[src/rtl/fp16_byte_serializer_if.sv]
// Result-side bus of the FP16 tile: word handshake in, byte stream and status out.
// The valid/ready handshake is as follows. A word transfers on a rising edge where in_valid and in_ready are both high.
// in_ready never depends on in_valid, and in_data only needs to be stable while in_valid is high.
interface fp16_byte_serializer_if;
  logic [15:0] in_data;
  logic        in_valid;
  logic        in_ready;
  logic [7:0]  uo_out;
  logic        out_strobe;
  logic        out_last;
  logic        busy;

  modport master (
    output in_data, in_valid,
    input  in_ready, uo_out, out_strobe, out_last, busy
  );

  modport slave (
    input  in_data, in_valid,
    output in_ready, uo_out, out_strobe, out_last, busy
  );
endinterface

[src/rtl/fp16_byte_serializer.sv]
// Buffers 16-bit results in a small FIFO and streams each word as two bytes,
// low byte first, with registered byte/strobe/last outputs.
module fp16_byte_serializer #(
    parameter int          DEPTH     = 2,
    parameter logic [7:0]  IDLE_BYTE = 8'h00
) (
    input  logic                  clk,
    input  logic                  rst_n,
    input  logic                  ena,
    fp16_byte_serializer_if.slave bus,
    output logic [1:0]            dbg_state
);
    localparam int AW = $clog2(DEPTH);
    localparam int CW = $clog2(DEPTH + 1);

    typedef enum logic [1:0] {
        IDLE    = 2'd0,
        SEND_LO = 2'd1,
        SEND_HI = 2'd2
    } state_t;

    state_t         state_q, state_d;
    logic [15:0]    mem [DEPTH];
    logic [AW-1:0]  wr_ptr, rd_ptr, rd_ptr_nxt;
    logic [CW-1:0]  count;
    logic           full, push, pop;
    logic [15:0]    next_head;
    logic [7:0]     uo_q, uo_d;
    logic           strobe_q, strobe_d, last_q, last_d;

    assign full          = (count == CW'(DEPTH));
    assign bus.in_ready  = ena && !full;
    assign push          = bus.in_valid && bus.in_ready;
    assign pop           = ena && (state_q == SEND_HI);
    assign rd_ptr_nxt    = rd_ptr + AW'(1);

    always_ff @(posedge clk) begin
        if (push) mem[wr_ptr] <= bus.in_data;
    end

    always_ff @(posedge clk or negedge rst_n) begin
        if (!rst_n) begin
            wr_ptr <= '0;
            rd_ptr <= '0;
            count  <= '0;
        end else begin
            if (push) wr_ptr <= wr_ptr + AW'(1);
            if (pop)  rd_ptr <= rd_ptr_nxt;
            case ({push, pop})
                2'b10:   count <= count + CW'(1);
                2'b01:   count <= count - CW'(1);
                default: count <= count;
            endcase
        end
    end

    always_ff @(posedge clk or negedge rst_n) begin
        if (!rst_n) begin
            state_q  <= IDLE;
            uo_q     <= IDLE_BYTE;
            strobe_q <= 1'b0;
            last_q   <= 1'b0;
        end else if (ena) begin
            state_q  <= state_d;
            uo_q     <= uo_d;
            strobe_q <= strobe_d;
            last_q   <= last_d;
        end
    end

    // Outputs are loaded from the next state, so the byte for a fresh SEND_LO
    // must come from the word that will be at the head after this edge's pop.
    always_comb begin
        state_d   = state_q;
        next_head = mem[rd_ptr];
        uo_d      = IDLE_BYTE;
        strobe_d  = 1'b0;
        last_d    = 1'b0;
        case (state_q)
            IDLE: begin
                if (count != '0) state_d = SEND_LO;
            end
            SEND_LO: begin
                state_d = SEND_HI;
            end
            SEND_HI: begin
                if (count > CW'(1)) begin
                    state_d   = SEND_LO;
                    next_head = mem[rd_ptr_nxt];
                end else if (push) begin
                    // Sole word leaves as the pushed one arrives: bypass the write.
                    state_d   = SEND_LO;
                    next_head = bus.in_data;
                end else begin
                    state_d = IDLE;
                end
            end
            default: state_d = IDLE;
        endcase

        case (state_d)
            SEND_LO: begin
                uo_d     = next_head[7:0];
                strobe_d = 1'b1;
                last_d   = 1'b0;
            end
            SEND_HI: begin
                uo_d     = mem[rd_ptr][15:8];
                strobe_d = 1'b1;
                last_d   = 1'b1;
            end
            default: begin
                uo_d     = IDLE_BYTE;
                strobe_d = 1'b0;
                last_d   = 1'b0;
            end
        endcase
    end

    assign bus.uo_out     = uo_q;
    assign bus.out_strobe = strobe_q && ena;
    assign bus.out_last   = last_q;
    assign bus.busy       = (count != '0) || (state_q != IDLE);
    assign dbg_state      = state_q;
endmodule
[src/flat_wrapper.sv]
// flat-port wrapper written by rule: the top's interface ports become plain ports
module fp16_byte_serializer_flat 
#(
    parameter int          DEPTH     = 2,
    parameter logic [7:0]  IDLE_BYTE = 8'h00
)
  (clk, rst_n, ena, dbg_state, bus_in_data, bus_in_valid, bus_in_ready, bus_uo_out, bus_out_strobe, bus_out_last, bus_busy);
  fp16_byte_serializer_if bus_i ();
  input  logic clk;
  input  logic rst_n;
  input  logic ena;
  output logic [1:0] dbg_state;
  input wire logic [$bits(bus_i.in_data)-1:0] bus_in_data;
  input wire logic [$bits(bus_i.in_valid)-1:0] bus_in_valid;
  output wire logic [$bits(bus_i.in_ready)-1:0] bus_in_ready;
  output wire logic [$bits(bus_i.uo_out)-1:0] bus_uo_out;
  output wire logic [$bits(bus_i.out_strobe)-1:0] bus_out_strobe;
  output wire logic [$bits(bus_i.out_last)-1:0] bus_out_last;
  output wire logic [$bits(bus_i.busy)-1:0] bus_busy;
  assign bus_i.in_data = bus_in_data;
  assign bus_i.in_valid = bus_in_valid;
  assign bus_in_ready = bus_i.in_ready;
  assign bus_uo_out = bus_i.uo_out;
  assign bus_out_strobe = bus_i.out_strobe;
  assign bus_out_last = bus_i.out_last;
  assign bus_busy = bus_i.busy;
  fp16_byte_serializer #(.DEPTH(DEPTH), .IDLE_BYTE(IDLE_BYTE)) u_core (.clk(clk), .rst_n(rst_n), .ena(ena), .bus(bus_i), .dbg_state(dbg_state));
endmodule
[config.mk]
export PLATFORM = sky130hd
export DESIGN_NAME = fp16_byte_serializer_flat
export DESIGN_NICKNAME = d
export VERILOG_FILES = /design/src/rtl/fp16_byte_serializer_if.sv /design/src/rtl/fp16_byte_serializer.sv /design/src/flat_wrapper.sv
export SDC_FILE = /design/constraint.sdc
export NUM_CORES = 1
export LEC_CHECK = 0
export BUFFER_PORTS_ARGS = -buffer_cell sky130_fd_sc_hd__buf_4
export CAP_MARGIN = 10
export CORE_ASPECT_RATIO = 1.2
export CORE_UTILIZATION = 40
export CTS_BUF_LIST = sky130_fd_sc_hd__clkbuf_4 sky130_fd_sc_hd__clkbuf_8
export DETAILED_ROUTE_END_ITERATION = 8
export MAX_ROUTING_LAYER = met4
export PLACE_DENSITY = 0.58
export SETUP_SLACK_MARGIN = 0.2
export SYNTH_ARGS = -nofsm -noshare
export SYNTH_HDL_FRONTEND = slang
export SYNTH_SLANG_ARGS = --single-unit
[constraint.sdc]
create_clock -name clk -period 2.1 [get_ports clk]
set_input_delay 0.105 -clock clk [delete_from_list [all_inputs] [get_ports clk]]
set_output_delay 0.105 -clock clk [all_outputs]
set_load 0.02 [all_outputs]
# Word-level counts from Yosys, hierarchy flattened
# Memory sizes are Yosys's and may differ from the RTL's.
# Cells that the tools add are included.
totals:
  ramBits: 32
  word_cells: 44
  latch_bits: 0
  memories: 1
  mem_bits_ro: 0
  out_inout_bits: 14
  ff_bits: 16
classes:
  muxes: 13
  n_reduce_logical: 11
  multipliers: 0
  n_eq_ne: 7
  div_mod_pow: 0
  n_lt_le_gt_ge: 1
  add_sub_neg: 4
  bitwise: 0
  shifts: 0
memory_table:
  columns: ["memory", "depth", "width", "rd", "rd_ports_with_merged_regs", "wr", "line", "source"]
  rows:
  - ["u_core.mem", 2, 16, 2, 0, 1, "fp16_byte_serializer.sv:23", "logic [15:0] mem [DEPTH];"]
ops:
  columns: ["cell", "count"]
  rows:
  - ["8-bit two-way mux", 3]
  - ["8-bit one-hot mux with 2 select lines", 1]
  - ["2-bit equality test (second input constant)", 4]
  - ["2-bit by 1-bit equality test with 1-bit output (second input constant)", 3]
  - ["2-bit one-hot mux with 3 select lines", 1]
  - ["2-bit nonzero test", 3]
  - ["1-bit two-way mux", 5]
  - ["1-bit logical AND", 4]
  - ["2-bit two-way mux", 2]
  - ["2-bit one-hot mux with 2 select lines", 1]
  - ["1-bit adder (second input constant)", 2]
  - ["2-bit by 1-bit adder with 2-bit output (second input constant)", 1]
  - ["2-bit by 1-bit > comparator with 1-bit output (second input constant)", 1]
  - ["2-bit logical NOT", 1]
  - ["2-bit OR reduction", 1]
  - ["2-bit by 1-bit subtractor with 2-bit output (second input constant)", 1]
  - ["1-bit logical NOT", 1]
  - ["1-bit logical OR", 1]

# Longest topological paths before layout
# Gate-level depths: netlist (run 1).
logic_depth:
  word_depth: 10
  ltp_mapped: 7
  mapped_depth_nobuf: 7

# Worst setup path before layout (run 1)
# OpenSTA, ideal clock, no wires.
synth_path:
  path_type: "register to register"
  start: "reg u_core.count[0]"
  end: "mem u_core.mem[0][0], enable pin"
  path_slack_ns: 0.013
  arrival_time_ns: 1.699
  t_required_ns: 1.711
  path_buffers: 0
  stages_incl_launch_ff: 6
  cell_sequence: "dfrtp_1 inv_1 ha_1 and3b_4 inv_6 nor2_1"
synth_via:
  elab_chain_len: 6
synth_rtl:
  columns: ["item", "line", "source"]
  rows:
  - ["from (decl)", "fp16_byte_serializer.sv:25", "logic [CW-1:0] count;"]
  - ["from (signal assigned)", "fp16_byte_serializer.sv:50", "2'b10: count <= count + CW'(1);"]
  - ["from (signal assigned)", "fp16_byte_serializer.sv:51", "2'b01: count <= count - CW'(1);"]
  - ["from (signal assigned)", "fp16_byte_serializer.sv:52", "default: count <= count;"]
  - ["2-bit equality test", "fp16_byte_serializer.sv:31", "assign full = (count == CW'(DEPTH));"]
  - ["1-bit logical NOT", "fp16_byte_serializer.sv:32", "assign bus.in_ready = ena && !full;"]
  - ["1-bit logical AND", "fp16_byte_serializer.sv:32", null]
  - ["1-bit logical AND", "fp16_byte_serializer.sv:33", "assign push = bus.in_valid && bus.in_ready;"]
  - ["1-bit two-way mux", "fp16_byte_serializer.sv:38", "if (push) mem[wr_ptr] <= bus.in_data;"]
  - ["1-bit two-way mux (implied by the code)", "fp16_byte_serializer.sv:38", null]
  - ["to (decl)", "fp16_byte_serializer.sv:23", null]
# No other way between the ends.

# Final worst setup path (run 1)
layout_path:
  start: "reg u_core.count[0]"
  end: "mem u_core.mem[1][3], enable pin"
# Same word-level chain as after synthesis.

==> reports/summary.txt, run 1 <==
Number of max-cap violations: 0
Core area: 5010 um2
TNS Setup: 0 ns
Worst Setup End Kind: flop
Crit path to: u_core.mem[1][3]$_DFFE_PP_
Vias/cell: 5.22
CTS max path bufs: 2
Critical Path Fanout Max: 16
Sequential Power Share: 42.7%
Crit path from: u_core.count[0]$_DFFE_PN0P_
Syn Nets: 164
Unrepaired setup endpoints after global routing: no
Area used by multi-input combinational logic: 694 um2
First-pass GRT wire length: 6600 um
WHS: 0.0150 ns
Fin area: 2640 um2
Die span in x: 68.3 um
Final slew viol count: 0
Initial Util: 42.1%
Slew @ Worst Pin: 0.419 ns
Fillers: 439
Register area: 1340 um2
Top cells by area, synth: edfxtp_1 (46%), dfrtp_1 (18%), mux2i_1 (11%), a221o_1 (3.8%), o2bb2ai_1 (3.3%)
Fraction of layout cells with a size suffix above 1: 26.9%
Synthesized flop and latch total: 47
H-tree depth: 2
DR vias: 1,320
Post-cts repair resize count: 0
Req. time, crit path: 2.08 ns
TritonCTS clock tree: done
Routed WL: 4160 um
Worst slack at placement: 0.367 ns
Area delta synth->final: 25.5%
Switching portion of total power: 36.0%
Detailed-placement wirelength estimate: 2730 um
Die height: 81.5 um
First drt pass iteration count: 4
Critical path class: reg2reg
Sw Pwr: 1.14 mW
Minimum setup slack among reg-to-reg paths: 0.37 ns
Post-CTS Setup Bufs: 0
Worst setup margin: 0.367 ns
Register area share after synthesis: 63.4%
CTS clock-pin slew for the worst setup and hold paths: 0.09 ns
# nets final: 216
Syn avg cell area: 15.1 um2
Number of buffers added on ports: 33
Combinational power share: 41.1%
Int Pwr: 2.03 mW
VDD IR max: 0.000449 V
Most common cell after layout, fill and taps aside: buf_4
Area after DPL: 2400 um2
Final Hold Fails: 0
Clk pwr share: 16.3%
Antenna diode count: 0
Post-synth cell types: 30
Largest area contributor in the netlist: edfxtp_1
Final period utilization: 82.5%
Post-Syn Instances: 140
PwrDens: 1200 nW/um2
Clock Sinks: 47
Hold Crit Class: in2reg
FF-to-FF End: u_core.mem[1][3]$_DFFE_PP_
Die area: 5560 um2
Highest-count cells in the layout ignoring fill and taps: buf_4 (36), edfxtp_1 (32), mux2i_1 (24)
Final setup viols: 0
Initial antenna violation count: 0
GRT overflow: 0
Num CTS Buffers: 5
DRT antenna net count: 0
Worst EP arrival: 1.71 ns
Fmax: 577 MHz
Max-slew headroom: 72.0%
Clock root cell: clkbuf_8
# rows: 28
Top-area cell type share of the netlist area: 45.6%
Final routed DRC violation total: 0
Drt wl/cell: 16.5 um
Synth warn: 0
FF-to-FF Start: u_core.count[0]$_DFFE_PN0P_
Initial detailed-routing violation count: 67
Final Wtd Congestion: 0.730
Critical path startpoint category: flop
Worst skew pair latency: 0.29 ns
Hold_buf cts: 13
Vias in the first global route: 1,352
Fin util: 52.8%
Largest net degree at the start of global routing: 26
Cell area after synthesis: 2110 um2
Clk_skew: 0.00758 ns
Leak: 1.08 nW
Status: complete, no violations
IO Pins: 34
Tot GR Track Use: 17.6%
Minimum clock period: 1.73 ns
Worst R2R Path Depth: 5
-- per-layer routing --
layer  share of wire, %  GRT usage, %  vias up
li1                   -             -      641
met1                 43          20.4      642
met4                1.2          6.25        0
met5                  0             -        -
met2                 52          28.7       33
met3                3.6          4.86        4
-- sequential cells by signal (all words and copies together) (netlist names) --
register	cells
u_core.count	2
u_core.wr_ptr	1
u_core.bus.out_last	1
u_core.rd_ptr	1
u_core.strobe_q	1
u_core.mem	32
u_core.bus.uo_out	8
u_core.dbg_state	1
-- critical path: stages (launching register included) --
cell     delay [ns]
dfrtp_1        0.40
inv_1          0.08
ha_1           0.20
and3b_4        0.34
and2_1         0.13
buf_4          0.25
-- cells in the mapped netlist --
master	instances
nor2_4	1
nor3_4	1
nand3b_1	1
inv_1	4
buf_6	2
nor3_1	1
mux2_2	1
a211oi_1	1
inv_6	1
xnor2_1	3
and2b_2	1
nor2_2	1
nand3_1	2
nand2b_1	1
o2bb2ai_1	8
buf_2	2
ha_1	4
and2_1	2
o221a_1	1
nand2_1	3
edfxtp_1	32
a221o_1	8
nor2_1	5
mux2i_1	24
o22ai_1	8
buf_4	3
and3b_4	1
xor2_1	1
o21ai_0	2
dfrtp_1	15
-- cell type report --
class                           instances  area share [%]
Clock buffer                            5            2.60
Clock inverter                          3           0.568
Inverter                                5           0.899
Multi-Input combinational cell         81            26.3
Sequential cell                        47            50.5
Tap cell                               60            2.84
Timing Repair Buffer                   52            16.3
-- cell families after synthesis --
family | share of synthesized area [%]
AO/OA/AOI/OAI | 10.9
flip-flops | 63.4
XOR/XNOR | 1.66
multiplexers | 11.9
AND/OR/NAND/NOR | 6.00
buffers and inverters | 3.74
adder cells (fa/ha/maj) | 2.38
-- metrics by stage --
stage	instances	total power, mW
6_report	253	3.18
5_1_grt	253	3.37
4_1_cts	250	3.21
3_5_place_dp	229	2.67
3_3_place_gp	229	2.64
2_1_floorplan	140	2.30
-- worst min-delay path by stage --
stage,start,to,slack [ns],cells past startpoint
after floorplan,rst_n,u_core.bus.out_last$_DFFE_PN0P_,-0.19,0
after global placement,rst_n,u_core.bus.out_last$_DFFE_PN0P_,-0.03,1
after detailed placement,rst_n,u_core.strobe_q$_DFFE_PN0P_,-0.03,1
after CTS,bus_in_data[4],u_core.mem[0][4]$_DFFE_PP_,0.0009,1
after global routing,bus_in_data[3],u_core.mem[0][3]$_DFFE_PP_,0.004,1
final,bus_in_data[3],u_core.mem[0][3]$_DFFE_PP_,0.02,1
-- power groups by stage --
stage	sequential [mW]	clock, mW	combinational (mW)
floorplan	1.42	0	0.883
global placement	1.36	0	1.27
detailed placement	1.37	0	1.30
CTS	1.36	0.532	1.32
global route	1.38	0.564	1.43
finish	1.36	0.517	1.30
Note: power is estimated with default switching activity, not from simulation.
==> run 2, diff against run 1 <==
--- a/config.mk
+++ b/config.mk
@@ -12,7 +12,7 @@
 export CTS_BUF_LIST = sky130_fd_sc_hd__clkbuf_4 sky130_fd_sc_hd__clkbuf_8
 export DETAILED_ROUTE_END_ITERATION = 8
 export MAX_ROUTING_LAYER = met4
-export PLACE_DENSITY = 0.58
+export PLACE_DENSITY = 0.56
 export SETUP_SLACK_MARGIN = 0.2
 export SYNTH_ARGS = -nofsm -noshare
 export SYNTH_HDL_FRONTEND = slang
==> constraint.sdc (replaced) <==
create_clock -name clk -period 1.6 [get_ports clk]
set_input_delay 0.08 -clock clk [delete_from_list [all_inputs] [get_ports clk]]
set_output_delay 0.08 -clock clk [all_outputs]
set_load 0.02 [all_outputs]
==> run 2 against run 1 <==
The flow now finishes with violations (negative setup slack). Sequential cell count did not move. Sequential share of layout area shrank 5.2 points. Clock power up 40%. Clock-buffer cell count grew 2. Clock skew up 0.0049 ns. Fmax increased by 3.8%.
==> reports/summary.txt, run 2 (synthesized netlist as in run 1, its figures left out) <==
Status: finished with violations (was complete, no violations)
Failing checks: negative setup slack
GRT overflow: 0 (unchanged)
First-pass GRT wire length: 7050 um (was 6600 um)
Worst Setup End Kind: flop (unchanged)
Initial antenna violation count: 0 (unchanged)
Final routed DRC violation total: 0 (unchanged)
Highest-count cells in the layout ignoring fill and taps: buf_4 (40), edfxtp_1 (32), mux2i_1 (24) (was buf_4 (36), edfxtp_1 (32), mux2i_1 (24))
Fmax: 599 MHz (was 577 MHz)
First drt pass iteration count: 4 (unchanged)
CTS max path bufs: 2 (unchanged)
Area delta synth->final: 39.8% (was 25.5%)
IO Pins: 34 (unchanged)
PwrDens: 1620 nW/um2 (was 1200 nW/um2)
Final Wtd Congestion: 0.740 (was 0.730)
Die area: 5560 um2 (unchanged)
DRT antenna net count: 0 (unchanged)
Most common cell after layout, fill and taps aside: buf_4 (unchanged)
Fraction of layout cells with a size suffix above 1: 36.4% (was 26.9%)
Number of max-cap violations: 0 (unchanged)
Final Hold Fails: 0 (unchanged)
Clock Sinks: 47 (unchanged)
Area after DPL: 2570 um2 (was 2400 um2)
Unrepaired setup endpoints after global routing: yes (was no)
Critical path startpoint category: flop (unchanged)
Final period utilization: 104% (was 82.5%)
Clock root cell: clkbuf_8 (unchanged)
Tot GR Track Use: 18.6% (was 17.6%)
Detailed-placement wirelength estimate: 3000 um (was 2730 um)
CTS clock-pin slew for the worst setup and hold paths: 0.09 ns (about the same)
Vias/cell: 5.29 (was 5.22)
Critical path class: reg2reg (unchanged)
Critical Path Fanout Max: 8 (was 16)
Worst skew pair latency: 0.30 ns (was 0.29 ns)
CP max stage cell: dfrtp_1 (unchanged)
Max-slew headroom: 77.7% (was 72.0%)
Req. time, crit path: 1.61 ns (was 2.08 ns)
Num CTS Buffers: 5 (unchanged)
Antenna diode count: 0 (unchanged)
DR vias: 1,423 (was 1,320)
Initial detailed-routing violation count: 23 (was 67)
Max reg flops: 32 (unchanged)
Crit-path cells: inv_2, ha_2, and3b_4, inv_6, nor2_4, buf_6, buf_12 (was inv_1, ha_1, and3b_4, and2_1, buf_4)
Clk_skew: 0.0125 ns (was 0.00758 ns)
# rows: 28 (unchanged)
# nets final: 232 (was 216)
Core area: 5010 um2 (unchanged)
Final setup viols: 30 (was 0)
Number of buffers added on ports: 33 (unchanged)
Most flops, register: u_core.mem (unchanged)
Worst setup margin: -0.0694 ns (was 0.367 ns)
Slew @ Worst Pin: 0.333 ns (was 0.419 ns)
Die span in x: 68.3 um (unchanged)
H-tree depth: 2 (unchanged)
Final slew viol count: 0 (unchanged)
TNS Setup: -1.46 ns (was 0 ns)
VDD IR max: 0.000783 V (was 0.000449 V)
Fin area: 2950 um2 (was 2640 um2)
Routed WL: 4470 um (was 4160 um)
Initial Util: 42.1% (unchanged)
TritonCTS clock tree: done (unchanged)
WHS: 0.0579 ns (was 0.0150 ns)
Die height: 81.5 um (unchanged)
Leak: 1.21 nW (was 1.08 nW)
Vias in the first global route: 1,503 (was 1,352)
Minimum clock period: 1.67 ns (was 1.73 ns)
Worst EP arrival: 1.68 ns (was 1.71 ns)
Hold Crit Class: in2reg (unchanged)
Final Total Pwr: 4.78 mW (was 3.18 mW)
Largest net degree at the start of global routing: 26 (unchanged)
Largest stage delay, worst path: 0.40 ns (about the same)
Drt wl/cell: 16.6 um (was 16.5 um)
-- run 2: cell count changes in the layout (fill, tap and decap cells not counted), sizes merged --
cell	delta
buf	+15
clkbuf	+2
clkinv	-2
dlygate4sd3	+1
-- run 2: final cells by class --
class,instances,area [um2]
Fill cell,412,2060
Sequential cell,47,1340
Multi-Input combinational cell,81,749
Timing Repair Buffer,68,672
Clock buffer,7,83.8
Tap cell,60,75.1
Inverter,5,23.8
Clock inverter,1,5.00
-- run 2: per-stage QoR --
stage / util, % / worst slack, ns / std cells
2_1_floorplan: - / -0.0197 / 140
3_3_place_gp: 51.2 / -0.0172 / 240
3_5_place_dp: 51.2 / -0.0628 / 240
4_1_cts: 57.9 / -0.0697 / 268
5_1_grt: 58.8 / -0.152 / 269
6_report: 58.8 / -0.0694 / 269
-- run 2: path summary, 6_finish.rpt --
path	cells after the start	startpoint	slack (ns)	end
setup / recovery	7	u_core.count[0]$_DFFE_PN0P_	-0.07	u_core.mem[0][2]$_DFFE_PP_
hold / removal	2	ena	0.06	u_core.bus.out_last$_DFFE_PN0P_
setup reg to reg	7	u_core.count[0]$_DFFE_PN0P_	-0.07	u_core.mem[0][2]$_DFFE_PP_
hold reg to reg	1	u_core.bus.uo_out[2]$_DFFE_PN0P_	0.53	u_core.bus.uo_out[2]$_DFFE_PN0P_
max in group asynchronous	2	rst_n	1.23	u_core.bus.uo_out[2]$_DFFE_PN0P_
min in group asynchronous	2	rst_n	0.18	u_core.count[1]$_DFFE_PN0P_
-- run 2: report_power, final --
part	internal [mW]	total, mW	switching, mW	leakage [nW]
clock	0.341	0.724	0.383	0.0491
combinational	1.21	2.29	1.08	0.680
sequential	1.59	1.77	0.179	0.479
total	3.14	4.78	1.64	1.21
-- run 2: timing repair --
item                       4_1_cts  5_1_grt
setup endpoints to repair       45       45
cloned                           1        0
setup buffers                    2        1
resized for setup                9        5
pin swaps                        2        1
hold endpoints to repair        47        0
hold buffers                    17        0
-- run 2: critical path: cells and delay by family (launching register included) --
kind	cells	cell delay, ns
buf+inv	4	0.34
fa+ha+maj	1	0.18
flops	1	0.40
simple gates	2	0.47
-- run 2: layer usage --
metal	vias up	GRT usage, %	wire [um]
met1	711	18.9	1780
met2	27	33.8	2500
met3	6	4.03	110
met5	-	-	0
li1	679	-	-
met4	0	7.29	76
